<file path="src/rtl/debounce_pkg.sv">
// Shared types and parameter-range constants for the debounce_array block.
package debounce_pkg;

  typedef enum logic [1:0] {
    STABLE_LO = 2'd0,
    WAIT_HI   = 2'd1,
    STABLE_HI = 2'd2,
    WAIT_LO   = 2'd3
  } deb_state_t;

  localparam int unsigned CHANNELS_MIN    = 1;
  localparam int unsigned CHANNELS_MAX    = 32;
  localparam int unsigned LIMIT_MIN       = 2;
  localparam int unsigned LIMIT_MAX       = (1 << 24) - 1;
  localparam int unsigned SYNC_STAGES_MIN = 2;
  localparam int unsigned SYNC_STAGES_MAX = 4;

  function automatic int unsigned max_u(input int unsigned a, input int unsigned b);
    return (a > b) ? a : b;
  endfunction

endpackage

</file>
<file path="src/rtl/debounce_channel.sv">
// Single debounce channel: input synchroniser, four-state FSM, stability counter
// and, when DEBOUNCE_REPEAT_EN is defined, an auto-repeat counter.
module debounce_channel
  import debounce_pkg::*;
#(
  parameter int unsigned LIMIT         = 650000,
  parameter int unsigned SYNC_STAGES   = 2,
  parameter int unsigned RESET_LEVEL   = 0,
  parameter int unsigned REPEAT_DELAY  = 25000000,
  parameter int unsigned REPEAT_PERIOD = 5000000
) (
  input  logic clk,
  input  logic rst_n,
  input  logic in,
  output logic o,
  output logic rise_o,
  output logic fall_o,
  output logic rpt_o
);

  localparam int unsigned   CW        = $clog2(LIMIT + 1);
  localparam logic [CW-1:0] CNT_LAST  = CW'(LIMIT - 1);
  localparam logic          RST_LVL   = (RESET_LEVEL != 0);
  localparam deb_state_t    RST_STATE = RST_LVL ? STABLE_HI : STABLE_LO;

  logic [SYNC_STAGES-1:0] sync_q, sync_d;
  logic                   s;
  deb_state_t             state_q, state_d;
  logic [CW-1:0]          cnt_q, cnt_d;
  logic                   o_q, o_d;
  logic                   rise_q, rise_d;
  logic                   fall_q, fall_d;

  assign s = sync_q[SYNC_STAGES-1];

  always_comb begin
    sync_d  = {sync_q[SYNC_STAGES-2:0], in};
    state_d = state_q;
    cnt_d   = '0;
    o_d     = o_q;
    rise_d  = 1'b0;
    fall_d  = 1'b0;
    case (state_q)
      STABLE_LO: begin
        if (s) begin
          state_d = WAIT_HI;
          cnt_d   = CW'(1);
        end
      end
      WAIT_HI: begin
        if (!s) begin
          state_d = STABLE_LO;
        end else if (cnt_q == CNT_LAST) begin
          state_d = STABLE_HI;
          o_d     = 1'b1;
          rise_d  = 1'b1;
        end else begin
          cnt_d = cnt_q + 1'b1;
        end
      end
      STABLE_HI: begin
        if (!s) begin
          state_d = WAIT_LO;
          cnt_d   = CW'(1);
        end
      end
      WAIT_LO: begin
        if (s) begin
          state_d = STABLE_HI;
        end else if (cnt_q == CNT_LAST) begin
          state_d = STABLE_LO;
          o_d     = 1'b0;
          fall_d  = 1'b1;
        end else begin
          cnt_d = cnt_q + 1'b1;
        end
      end
      default: state_d = RST_STATE;
    endcase
  end

  always_ff @(posedge clk or negedge rst_n) begin
    if (!rst_n) begin
      sync_q  <= {SYNC_STAGES{RST_LVL}};
      state_q <= RST_STATE;
      cnt_q   <= '0;
      o_q     <= RST_LVL;
      rise_q  <= 1'b0;
      fall_q  <= 1'b0;
    end else begin
      sync_q  <= sync_d;
      state_q <= state_d;
      cnt_q   <= cnt_d;
      o_q     <= o_d;
      rise_q  <= rise_d;
      fall_q  <= fall_d;
    end
  end

  assign o      = o_q;
  assign rise_o = rise_q;
  assign fall_o = fall_q;

`ifdef DEBOUNCE_REPEAT_EN
  localparam int unsigned RW = $clog2(max_u(REPEAT_DELAY, REPEAT_PERIOD) + 1);

  logic          hold_hi;
  logic [RW-1:0] rcnt_q, rcnt_d;
  logic [RW-1:0] rcnt_last;
  logic          rep_q, rep_d;
  logic          rpt_q, rpt_d;

  // Repeat timing only advances while the channel stays in STABLE_HI; any
  // excursion (including WAIT_LO) restarts the full initial delay.
  assign hold_hi = (state_q == STABLE_HI) && s;

  always_comb begin
    rcnt_d    = '0;
    rep_d     = 1'b0;
    rpt_d     = 1'b0;
    rcnt_last = rep_q ? RW'(REPEAT_PERIOD - 1) : RW'(REPEAT_DELAY - 1);
    if (hold_hi) begin
      rep_d = rep_q;
      if (rcnt_q == rcnt_last) begin
        rpt_d = 1'b1;
        rep_d = 1'b1;
      end else begin
        rcnt_d = rcnt_q + 1'b1;
      end
    end
  end

  always_ff @(posedge clk or negedge rst_n) begin
    if (!rst_n) begin
      rcnt_q <= '0;
      rep_q  <= 1'b0;
      rpt_q  <= 1'b0;
    end else begin
      rcnt_q <= rcnt_d;
      rep_q  <= rep_d;
      rpt_q  <= rpt_d;
    end
  end

  assign rpt_o = rpt_q;
`else
  assign rpt_o = 1'b0;
`endif

endmodule

</file>
<file path="src/rtl/debounce_array.sv">
// Array of independent debounce channels; auto-repeat is built only when
// DEBOUNCE_REPEAT_EN is defined.
module debounce_array
  import debounce_pkg::*;
#(
  parameter int unsigned CHANNELS      = 4,
  parameter int unsigned LIMIT         = 650000,
  parameter int unsigned SYNC_STAGES   = 2,
  parameter int unsigned RESET_LEVEL   = 0,
  parameter int unsigned REPEAT_DELAY  = 25000000,
  parameter int unsigned REPEAT_PERIOD = 5000000
) (
  input  logic                clk,
  input  logic                rst_n,
  input  logic [CHANNELS-1:0] in,
  output logic [CHANNELS-1:0] o,
  output logic [CHANNELS-1:0] rise_o,
  output logic [CHANNELS-1:0] fall_o,
  output logic [CHANNELS-1:0] rpt_o
);

  for (genvar i = 0; i < CHANNELS; i++) begin : g_ch
    debounce_channel #(
      .LIMIT        (LIMIT),
      .SYNC_STAGES  (SYNC_STAGES),
      .RESET_LEVEL  (RESET_LEVEL),
      .REPEAT_DELAY (REPEAT_DELAY),
      .REPEAT_PERIOD(REPEAT_PERIOD)
    ) u_ch (
      .clk   (clk),
      .rst_n (rst_n),
      .in    (in[i]),
      .o     (o[i]),
      .rise_o(rise_o[i]),
      .fall_o(fall_o[i]),
      .rpt_o (rpt_o[i])
    );
  end

endmodule

</file>
<file path="config.mk">
export PLATFORM = sky130hd
export DESIGN_NAME = debounce_array
export DESIGN_NICKNAME = d
export VERILOG_FILES = /design/src/rtl/debounce_pkg.sv /design/src/rtl/debounce_channel.sv /design/src/rtl/debounce_array.sv
export SDC_FILE = /design/constraint.sdc
export NUM_CORES = 1
export LEC_CHECK = 0
export CELL_PAD_IN_SITES_DETAIL_PLACEMENT = 1
export CELL_PAD_IN_SITES_GLOBAL_PLACEMENT = 1
export CORE_ASPECT_RATIO = 0.5
export CORE_MARGIN = 2
export CORE_UTILIZATION = 43
export DETAILED_ROUTE_END_ITERATION = 12
export PLACE_DENSITY = 0.84
export SYNTH_ARGS = -nofsm -noshare
export SYNTH_HDL_FRONTEND = slang
export SYNTH_SLANG_ARGS = --single-unit
</file>
<file path="constraint.sdc">
create_clock -name clk -period 2 [get_ports clk]
set_input_delay 0.3 -clock clk [delete_from_list [all_inputs] [get_ports clk]]
set_output_delay 0.3 -clock clk [all_outputs]
set_load 0.03 [all_outputs]
</file>
==> impl_metrics.yaml <==
sta:
  hold_viol: 1
  post-route-period-util: 0.9885
  fin_worst_skew_ps: 8.600
  fin_hold_ws_ps: -0.02304
  max_freq_mhz: 505.8
  slew_headroom: 0.5981
  worst_pin_slew_ps: 602.9
  layout_setup_ws_ps: 23.02
  fin_crit_ps: 1977
  setup_viol: 0
  fin_setup_tns_ps: 0
  slew_violations: 0
worst_setup_path:
  arrival_ps: 2220
  worstPathRequired_ps: 2240
  cp-start-kind: "register"
  crit_fanout: 6
  path_class: "reg -> reg"
  cp-end-kind: "register"
outcome:
  status: "complete, but fails checks"
  violations: "negative hold slack"
clock_network:
  cts_hold_buf: 0
  cts_max_level: 3
  cts_buffer_depth: 2
  clk_latency_ps: 350
  path_clk_slew_ps: 70
  cts_tree: "done"
  cts_buffers: 9
  clockRootBuffer: "clkbuf_16"
  clock-sinks: 108
power:
  max-vdd-ir-drop_mv: 0.4547
  p_seq_frac: 0.530
  swShare: 0.2256
  p_per_area_mw_per_mm2: 696.3
  leakagePower_nw: 2.402
  p_int_w: 0.003259
  power_frac_clock: 0.431
  p_switching_w: 0.0009491
  comb_power_share: 0.038
die:
  rows: 28
  core_mm2: 0.01181
  start_util: 0.4404
  pin_count: 22
  die_w_um: 159.5
  die_area_mm2: 0.01304
  die_y_um: 81.76
drt:
  drc: 0
  first_pass_iters: 4
  wl_mm: 14.13
  ant_nets: 0
  first_iter_violations: 186
  vias: 4155
  viasPerCell: 5.747
  wl_per_cell_um: 19.54
layout:
  diodes: 0
  fin_nets: 563
  drive_gt1_frac: 0.1434
  area_growth_pct: 16.22
  multi_input_area_mm2: 0.002313
  regArea_mm2: 0.002705
  stdcell_count: 723
  final_core_util: 0.5119
  final_design_area_no_fill_mm2: 0.006043
  fillers: 1315
placed_design:
  place_hpwl_mm: 8.556
  dp.cells: 706
  gp_congestion: 0.8331
  port_buffers: 17
  place_area_mm2: 0.005659
  pre_cts_slack_ps: -50.11
global_routing:
  grt.total_usage: 0.2118
  grt_max_degree: 109
  grt_pass1_wl_mm: 21.62
  grt_overflow: 0
  antenna_found_initial: 0
  first_global_vias: 4270
job:
  maxCapViolations: 0
synth:
  synthCells: 519
  synth-seq-area-share: 0.5197
  syn-cell-area_mm2: 0.005200
  ys_seq_elements: 108
  synth_cell_types: 50
  ys_warn_count: 0
  syn_area_per_cell_um2: 10.02
min_path:
  hp-class: "in -> async"
==> critical path, stage by stage, from the launching register on <==
cell and delay (ps):
dfrtp_1 490, nor4_1 400, and4_1 350, and3_1 280, mux2_2 350
==> logic make-up (layout without fill, tap and decap cells) <==
family	Yosys count	in the layout	synth area share
compound gates	69	69	0.08542
xor+xnor	53	53	0.08927
fa+ha+maj	4	4	0.009625
buf+inv	53	89	0.05125
flops	108	108	0.5197
mux	2	2	0.004331
other cells	1	4	0.0007212
simple gates	229	229	0.2397
==> worst paths after layout <==
kind	end	depth (start not counted)	slack, ps	start
worst max-delay path	register	4	20	g_ch[0].u_ch.cnt_q[5]
worst min-delay path	g_ch[3].u_ch.cnt_q[7]	2	-0.02	rst_n
worst max register to register	register	4	20	g_ch[0].u_ch.cnt_q[5]
worst min register to register	g_ch[2].u_ch.sync_q[1]	0	350	g_ch[2].u_ch.sync_q[0]
max in group asynchronous	g_ch[0].u_ch.cnt_q[9]	2	1510	rst_n
min in group clk	g_ch[2].u_ch.sync_q[1]	0	350	g_ch[2].u_ch.sync_q[0]
==> metrics by stage <==
stage	hold slack [ps]	power [W]
finish	-0.02304	0.004208
floorplan	4.409	0.002337
CTS	51.33	0.004234
global route	43.89	0.004348
detailed placement	337.9	0.002425
global placement	331.9	0.002416
==> Yosys cell counts, drive strengths merged <==
| cell type | instances | share of area |
|---|---|---|
| ha | 4 | 0.0096 |
| nand4 | 17 | 0.020 |
| o31ai | 5 | 0.0072 |
| nor4b | 5 | 0.0096 |
| conb | 1 | 0.00072 |
| and4b | 2 | 0.0039 |
| buf | 23 | 0.029 |
| nor3 | 11 | 0.011 |
| o21ai | 19 | 0.018 |
| or3 | 17 | 0.021 |
| a211oi | 1 | 0.0014 |
| a41o | 1 | 0.0019 |
| nor4 | 14 | 0.017 |
| nand4b | 1 | 0.0017 |
| or4b | 1 | 0.0019 |
| a31o | 3 | 0.0051 |
| inv | 26 | 0.019 |
| nand2 | 22 | 0.016 |
| o21a | 1 | 0.0014 |
| nor3b | 4 | 0.0058 |
| xor2 | 16 | 0.027 |
| a21boi | 3 | 0.0043 |
| a21oi | 26 | 0.025 |
| o311ai | 2 | 0.0082 |
| nor2b | 1 | 0.0012 |
| or2 | 2 | 0.0024 |
| and3 | 13 | 0.016 |
| nand2b | 3 | 0.0036 |
| a21o | 3 | 0.0043 |
| nor2 | 66 | 0.048 |
| a41oi | 1 | 0.0017 |
| dfrtp | 108 | 0.52 |
| o211ai | 1 | 0.0014 |
| xnor2 | 37 | 0.062 |
| mux2 | 2 | 0.0043 |
| clkbuf | 4 | 0.0031 |
| or4 | 10 | 0.015 |
| and2 | 3 | 0.0036 |
| nand3 | 31 | 0.033 |
| a211o | 3 | 0.0051 |
| and4 | 6 | 0.010 |
==> routing by layer <==
metal	vias to the layer above	part of all wire	GRT usage
li1	1879	-	-
met3	39	0.034	0.04495
met5	-	0	0
met4	0	0.030	0.08364
met1	2137	0.41	0.2368
met2	100	0.52	0.4065
==> area by class of cell <==
| type | count | share of cell area |
|---|---|---|
| flip-flops and latches | 108 | 0.4476 |
| multi-input cells | 361 | 0.3828 |
| repair buffers | 47 | 0.06915 |
| clock buffers | 10 | 0.03954 |
| well taps | 165 | 0.03416 |
| inverters | 26 | 0.01615 |
| clock inverters | 6 | 0.01056 |
==> placed cells by master, fill, tap and decap left out, types with 4 or more instances in the layout <==
cell,netlist,final
dfrtp_1,108,106
clkdlybuf4s50_1,0,16
and3_1,13,13
o31ai_1,5,5
or4_1,9,5
nand2_1,22,22
and4_1,6,6
o21ai_0,19,19
a21oi_1,26,26
clkbuf_16,0,9
nand3_1,29,29
inv_1,26,26
or3_1,15,14
xnor2_1,37,37
nor3_1,11,11
nor2_1,66,63
buf_4,16,29
xor2_1,16,16
conb_1,1,4
or4_4,0,4
nand4_1,17,17
nor4_1,14,13
==> sequential cells by signal, indices dropped and copies added (netlist names), named ones only <==
name / cells
g_ch.u_ch.cnt_q: 80
g_ch.u_ch.sync_q: 8
g_ch.u_ch.fall_o: 4
g_ch.u_ch.o: 4
g_ch.u_ch.rise_o: 4
g_ch.u_ch.state_q: 4
==> power groups by stage <==
| stage | Sequential [W] | Clock (W) | Combinational (W) |
|---|---|---|---|
| after floorplan | 0.00226 | 0 | 0.0000721 |
| after global placement | 0.00227 | 0 | 0.000148 |
| after detailed placement | 0.00227 | 0 | 0.000154 |
| after CTS | 0.00223 | 0.00184 | 0.000161 |
| after global routing | 0.00223 | 0.00194 | 0.000178 |
| final | 0.00223 | 0.00182 | 0.000161 |
==> timing repair <==
item / 4_1_cts / 5_1_grt
endpoints found under the setup margin: 3 / 66
setup buffers: 1 / 0
gates resized for setup: 2 / 17
pin swaps: 0 / 2
gates cloned: 0 / 0
(Power assumes the default switching activity.)
